**src/rtl/bcd_pkg.sv**
```systemverilog
// Shared types and constants for the priority-to-BCD encoder: digit type,
// error codes and the largest index two BCD digits can represent.
package bcd_pkg;

    typedef logic [3:0] bcd_digit_t;

    typedef enum logic [1:0] {
        ERR_OK    = 2'b00,
        ERR_NONE  = 2'b01,
        ERR_MULTI = 2'b10
    } err_code_t;

    localparam int unsigned BCD_MAX_IDX = 99;

    function automatic logic [7:0] pack_bcd(input bcd_digit_t tens, input bcd_digit_t units);
        return {tens, units};
    endfunction

endpackage

```
**src/rtl/priority_bcd_encoder_bin2bcd_2dig.sv**
```systemverilog
// Combinational 7-bit binary to two-digit BCD converter; inputs above 99
// saturate to 99 so both digits always stay in 0..9.
module bin2bcd_2dig
    import bcd_pkg::*;
(
    input  logic [6:0] bin_i,
    output bcd_digit_t tens_o,
    output bcd_digit_t units_o
);

    logic [6:0] bin_s;
    bcd_digit_t tens_s;
    bcd_digit_t units_s;

    // Clamp, then pick the tens digit by threshold compares instead of a divider
    always_comb begin
        if (bin_i > 7'(BCD_MAX_IDX)) begin
            bin_s = 7'(BCD_MAX_IDX);
        end else begin
            bin_s = bin_i;
        end
        tens_s = 4'd0;
        for (int t = 1; t < 10; t++) begin
            if (bin_s >= 7'(10 * t)) begin
                tens_s = 4'(t);
            end else begin
                tens_s = tens_s;
            end
        end
        units_s = 4'(bin_s - (7'(tens_s) * 7'd10));
    end

    assign tens_o  = tens_s;
    assign units_o = units_s;

endmodule

```
**src/rtl/priority_bcd_encoder.sv**
```systemverilog
// Two-stage priority encoder with BCD output and valid/ready flow control.
// Optional saturating error counter enabled by macro PRIORITY_BCD_ERR_CNT_EN.
module priority_bcd_encoder
    import bcd_pkg::*;
#(
    parameter  int N_IN      = 10,
    parameter  bit MSB_FIRST = 1'b0,
    localparam int IDX_W     = $clog2(N_IN)
) (
    input  logic              clk,
    input  logic              rst,
    input  logic [N_IN-1:0]   in_d,
    input  logic              in_valid,
    output logic              in_ready,
    output logic [IDX_W-1:0]  out_idx,
    output logic [7:0]        out_bcd,
    output logic [1:0]        out_err,
    output logic              out_valid,
`ifdef PRIORITY_BCD_ERR_CNT_EN
    output logic [7:0]        err_cnt,
`endif
    input  logic              out_ready
);

    localparam logic [N_IN-1:0] ZERO_V = {N_IN{1'b0}};
    localparam logic [N_IN-1:0] ONE_V  = {{(N_IN-1){1'b0}}, 1'b1};

    logic [IDX_W-1:0] enc_idx_s;
    err_code_t        enc_err_s;
    logic             s2_adv_s;
    bcd_digit_t       tens_s;
    bcd_digit_t       units_s;

    logic             s1_valid_q, s1_valid_d;
    logic [IDX_W-1:0] s1_idx_q,   s1_idx_d;
    err_code_t        s1_err_q,   s1_err_d;
    logic             out_valid_q, out_valid_d;
    logic [IDX_W-1:0] out_idx_q,   out_idx_d;
    logic [7:0]       out_bcd_q,   out_bcd_d;
    err_code_t        out_err_q,   out_err_d;

    // Priority select: the last match in scan order wins
    always_comb begin
        enc_idx_s = {IDX_W{1'b0}};
        if (MSB_FIRST) begin
            for (int k = 0; k < N_IN; k++) begin
                if (in_d[k]) begin
                    enc_idx_s = IDX_W'(k);
                end else begin
                    enc_idx_s = enc_idx_s;
                end
            end
        end else begin
            for (int k = N_IN - 1; k >= 0; k--) begin
                if (in_d[k]) begin
                    enc_idx_s = IDX_W'(k);
                end else begin
                    enc_idx_s = enc_idx_s;
                end
            end
        end
        if (in_d == ZERO_V) begin
            enc_err_s = ERR_NONE;
        end else if ((in_d & (in_d - ONE_V)) != ZERO_V) begin
            enc_err_s = ERR_MULTI;
        end else begin
            enc_err_s = ERR_OK;
        end
    end

    bin2bcd_2dig u_bin2bcd (
        .bin_i   (7'(s1_idx_q)),
        .tens_o  (tens_s),
        .units_o (units_s)
    );

    assign s2_adv_s = !out_valid_q || out_ready;
    assign in_ready = !s1_valid_q || s2_adv_s;

    // Next-state for both stages; stage 1 refills in the cycle it drains
    always_comb begin
        s1_valid_d  = s1_valid_q;
        s1_idx_d    = s1_idx_q;
        s1_err_d    = s1_err_q;
        out_valid_d = out_valid_q;
        out_idx_d   = out_idx_q;
        out_bcd_d   = out_bcd_q;
        out_err_d   = out_err_q;
        if (s2_adv_s) begin
            out_valid_d = s1_valid_q;
            if (s1_valid_q) begin
                out_idx_d = s1_idx_q;
                out_bcd_d = pack_bcd(tens_s, units_s);
                out_err_d = s1_err_q;
            end else begin
                out_idx_d = out_idx_q;
            end
        end else begin
            out_valid_d = out_valid_q;
        end
        if (in_ready) begin
            s1_valid_d = in_valid;
            if (in_valid) begin
                s1_idx_d = enc_idx_s;
                s1_err_d = enc_err_s;
            end else begin
                s1_idx_d = s1_idx_q;
            end
        end else begin
            s1_valid_d = s1_valid_q;
        end
    end

    // Pipeline registers with synchronous reset
    always_ff @(posedge clk) begin
        if (rst) begin
            s1_valid_q  <= 1'b0;
            s1_idx_q    <= {IDX_W{1'b0}};
            s1_err_q    <= ERR_OK;
            out_valid_q <= 1'b0;
            out_idx_q   <= {IDX_W{1'b0}};
            out_bcd_q   <= 8'h00;
            out_err_q   <= ERR_OK;
        end else begin
            s1_valid_q  <= s1_valid_d;
            s1_idx_q    <= s1_idx_d;
            s1_err_q    <= s1_err_d;
            out_valid_q <= out_valid_d;
            out_idx_q   <= out_idx_d;
            out_bcd_q   <= out_bcd_d;
            out_err_q   <= out_err_d;
        end
    end

    assign out_valid = out_valid_q;
    assign out_idx   = out_idx_q;
    assign out_bcd   = out_bcd_q;
    assign out_err   = out_err_q;

`ifdef PRIORITY_BCD_ERR_CNT_EN
    logic [7:0] err_cnt_q, err_cnt_d;

    // Count error results as they leave, saturating at 255
    always_comb begin
        err_cnt_d = err_cnt_q;
        if (out_valid_q && out_ready && (out_err_q != ERR_OK) && (err_cnt_q != 8'hFF)) begin
            err_cnt_d = err_cnt_q + 8'd1;
        end else begin
            err_cnt_d = err_cnt_q;
        end
    end

    // Error counter register
    always_ff @(posedge clk) begin
        if (rst) begin
            err_cnt_q <= 8'h00;
        end else begin
            err_cnt_q <= err_cnt_d;
        end
    end

    assign err_cnt = err_cnt_q;
`endif

endmodule

```
**config.mk**
```make
export PLATFORM = sky130hd
export DESIGN_NAME = priority_bcd_encoder
export DESIGN_NICKNAME = d
export VERILOG_FILES = /design/src/rtl/bcd_pkg.sv /design/src/rtl/priority_bcd_encoder_bin2bcd_2dig.sv /design/src/rtl/priority_bcd_encoder.sv
export SDC_FILE = /design/constraint.sdc
export NUM_CORES = 1
export LEC_CHECK = 0
export ABC_CLOCK_PERIOD_IN_PS = 4950
export CAP_MARGIN = 25
export CORE_UTILIZATION = 53
export CTS_CLUSTER_SIZE = 24
export DETAILED_ROUTE_END_ITERATION = 10
export GPL_TIMING_DRIVEN = 0
export PLACE_DENSITY_LB_ADDON = 0.08
export REMOVE_ABC_BUFFERS = 1
export SLEW_MARGIN = 25
export SYNTH_ARGS = -nofsm -noshare
export SYNTH_HDL_FRONTEND = slang
export SYNTH_HIERARCHICAL = 1
export SYNTH_SLANG_ARGS = --single-unit
```
**constraint.sdc**
```tcl
create_clock -name clk -period 4.95 [get_ports clk]
set_clock_uncertainty 0.2 [all_clocks]
set_input_delay 0.99 -clock clk [delete_from_list [all_inputs] [get_ports clk]]
set_output_delay 0.99 -clock clk [all_outputs]
set_load 0.1 [all_outputs]
```
==> results.sh <==
export IMPL_dr_pass1_iters=5
export IMPL_die_y_um=51.3
export IMPL_yosysWarnings=6
export IMPL_timing_fmax_ghz=0.252
export IMPL_crit_path_end_kind="output pin"
export IMPL_hold_buffers=0
export IMPL_rsz0062_at_grt="no"
export IMPL_cts_root_buf="clkbuf_4"
export IMPL_synth_area_leaders="dfxtp_1 (34%), nand2_1 (10%), a21oi_1 (7.8%), nor2_1 (4.9%), nor2b_1 (2.9%)"
export IMPL_p_per_area_mw_per_mm2=238
export IMPL_fin_nets=226
export IMPL_setup_viol=0
export IMPL_cts_tree="yes"
export IMPL_crit_fanout=3
export IMPL_n_antenna_cell=0
export IMPL_finalSetupTns_ps=0
export IMPL_tightest_slew_ps=978
export IMPL_startpoint_type="primary input"
export IMPL_final_common_cell="nand2_1"
export IMPL_cap_violations=0
export IMPL_cp_cell_sequence="clkdlybuf4s50_1, nand3b_1, clkdlybuf4s50_1"
export IMPL_vias_per_cell=5.40
export IMPL_finalHoldViolCount=0
export IMPL_power_switching_mw=0.129
export IMPL_layout_min_cycle_time_ps=3960
export IMPL_synth_edf_count=0
export IMPL_p_total_mw=0.393
export IMPL_clock_sinks=22
export IMPL_synth_area_mm2=0.00129
export IMPL_synthCells=173
export IMPL_cts_setup_buffers=0
export IMPL_gp_congestion=0.817
export IMPL_fin_util_pct=73.1
export IMPL_cts_clk_slew_worst_paths_ps=120
export IMPL_critical_path_cell_count=3
export IMPL_final_layout_size_suffix_gt1_share_pct=4.31
export IMPL_relSlewSlack_pct=34.6
export IMPL_pwr_share_clk_pct=25.6
export IMPL_clock_latency_ps=310
export IMPL_synth_distinct_cells=44
export IMPL_ff2ff_path_depth=10
export IMPL_avgSynthCellArea_um2=7.46
export IMPL_slew_violations=0
export IMPL_wire_per_inst_um=11.2
export IMPL_synth_top_area_share_pct=34.1
export IMPL_cp_common_cell="clkdlybuf4s50_1"
export IMPL_core_area_mm2=0.00225
export IMPL_worstPathRequired_ps=3760
export IMPL_synth_seq_cells=22
export IMPL_finalCritPeriodShare_pct=80.0
export IMPL_p_seq_share_pct=47.9
export IMPL_yosys_area_top_type="dfxtp_1"
export IMPL_cp_data_arrival_time_ps=2770
export IMPL_h_tree_depth=1
export IMPL_final_cell_mix="nand2_1 (36), clkdlybuf4s50_1 (29), dfxtp_1 (22)"
export IMPL_die_w_um=51.3
export IMPL_cpPeakStageDelay_ps=1160
export IMPL_synth_seq_area_share_pct=34.1
export IMPL_critPathBufInv=2
export IMPL_hold_depth=2
export IMPL_postRouteAntennaNets=0
export IMPL_crit_family="buffers and inverters"
export IMPL_combinationalPowerShare_pct=26.5
export IMPL_hold_path_class="reg2reg"
export IMPL_finalWirelength_um=2660
export IMPL_status="finished, final reports clean"
export IMPL_cpMaxStageDelayCell="clkdlybuf4s50_1"
export IMPL_die_area_mm2=0.00264
export IMPL_drcViolationCount=0
export IMPL_ioPinCount=30
export IMPL_synth_ff_type="dfxtp_1"
export IMPL_swShare_pct=32.8
export IMPL_grt_use_total_pct=23.1
export IMPL_port_buffers=29
export IMPL_antenna_found_initial=0
export IMPL_cts_resized=0
export IMPL_async_flop_share_pct=0
export IMPL_drtIter0Drc=28
export IMPL_grt_pass1_vias=1122
export IMPL_peakVddDrop_v=0.000209
export IMPL_overflow=0
export IMPL_cts_buffers=3
export IMPL_areaGrowthSynthToFinish_pct=27.7
export IMPL_internal_power_mw=0.264
export IMPL_rows=17
export IMPL_grt_max_degree=24
export IMPL_place_hpwl_um=2030
export IMPL_route_vias_total=1279
export IMPL_p_leak_nw=0.591
export IMPL_grt_pass1_wl_um=4650
export IMPL_clock_path_buffers=2
export IMPL_critPathKind="in2out"
export IMPL_initial_core_util_pct=57.2
## final cells by class
type                    instances  area (um^2)
multi-input cells             147          820
fillers                       206          607
flip-flops and latches         22          440
repair buffers                 29          290
clock buffers                   4         36.3
well taps                      28         35.0
inverters                       7         26.3
## metrics by stage
stage               hold WS, ps  std cells  area (um^2)  setup slack, ps
finish                      263        237         1650              988
global route                283        237         1650              934
CTS                         267        237         1650              981
detailed placement          249        233         1610              987
global placement            242        233         1610             1010
floorplan                   226        176         1290             1690
## tightest hold or removal path, cell delays in order, from the launching register on
cell and delay [ps]:
dfxtp_1 330, nand2_1 50, a21oi_1 50
## registers in the layout, summed over array words and instances, names as in the netlist
register    flops
s1_idx_q        4
s1_valid_q      1
out_bcd         8
out_idx         4
out_valid       1
s1_err_q        2
out_err         2
## power groups by stage
stage	clock network, mW	logic, mW	registers, mW
after floorplan	0	0.0396	0.223
after global placement	0	0.101	0.192
after detailed placement	0	0.103	0.192
after CTS	0.102	0.103	0.188
after global routing	0.107	0.113	0.189
final	0.101	0.104	0.188
## Yosys cell counts (2+ instances only)
| cell | count |
|---|---|
| nor4_1 | 2 |
| buf_2 | 6 |
| o21bai_1 | 3 |
| maj3_1 | 2 |
| dfxtp_1 | 22 |
| inv_1 | 7 |
| nor2b_1 | 6 |
| clkbuf_1 | 3 |
| nand2_1 | 36 |
| a222oi_1 | 2 |
| a211oi_1 | 3 |
| or3_1 | 2 |
| a31oi_1 | 4 |
| o21a_1 | 2 |
| nor3_1 | 4 |
| a21oi_1 | 20 |
| nand2b_1 | 4 |
| o21ai_0 | 3 |
| nor2_1 | 17 |
## final timing paths
| path | startpoint | slack, ps | to |
|---|---|---|---|
| max | out_ready | 990 | in_ready |
| min | out_err[1]$_SDFFE_PP0P_ | 260 | out_err[1]$_SDFFE_PP0P_ |
| max reg2reg | s1_idx_q[2]$_SDFFE_PP0P_ | 2140 | out_bcd[3]$_SDFFE_PP0P_ |
| min reg2reg | out_err[1]$_SDFFE_PP0P_ | 260 | out_err[1]$_SDFFE_PP0P_ |
## per-layer routing
metal / share of wire (%) / global-route usage (%) / vias up
li1: - / - / 660
met1: 42 / 27.3 / 579
met2: 53 / 41.7 / 35
met3: 3.2 / 4.46 / 5
met4: 1.8 / 7.21 / 0
met5: 0 / 0 / -
## cell families after synthesis
logic type / count (synthesis) / synth area share [%]
AO/OA/AOI/OAI: 50 / 26.1
XOR/XNOR: 2 / 1.36
adder cells (fa/ha/maj): 5 / 4.95
buffers and inverters: 17 / 6.11
flip-flops: 22 / 34.1
other: 1 / 0.291
AND/OR/NAND/NOR: 76 / 27.1
No activity file was read; power rests on OpenSTA's default activity.
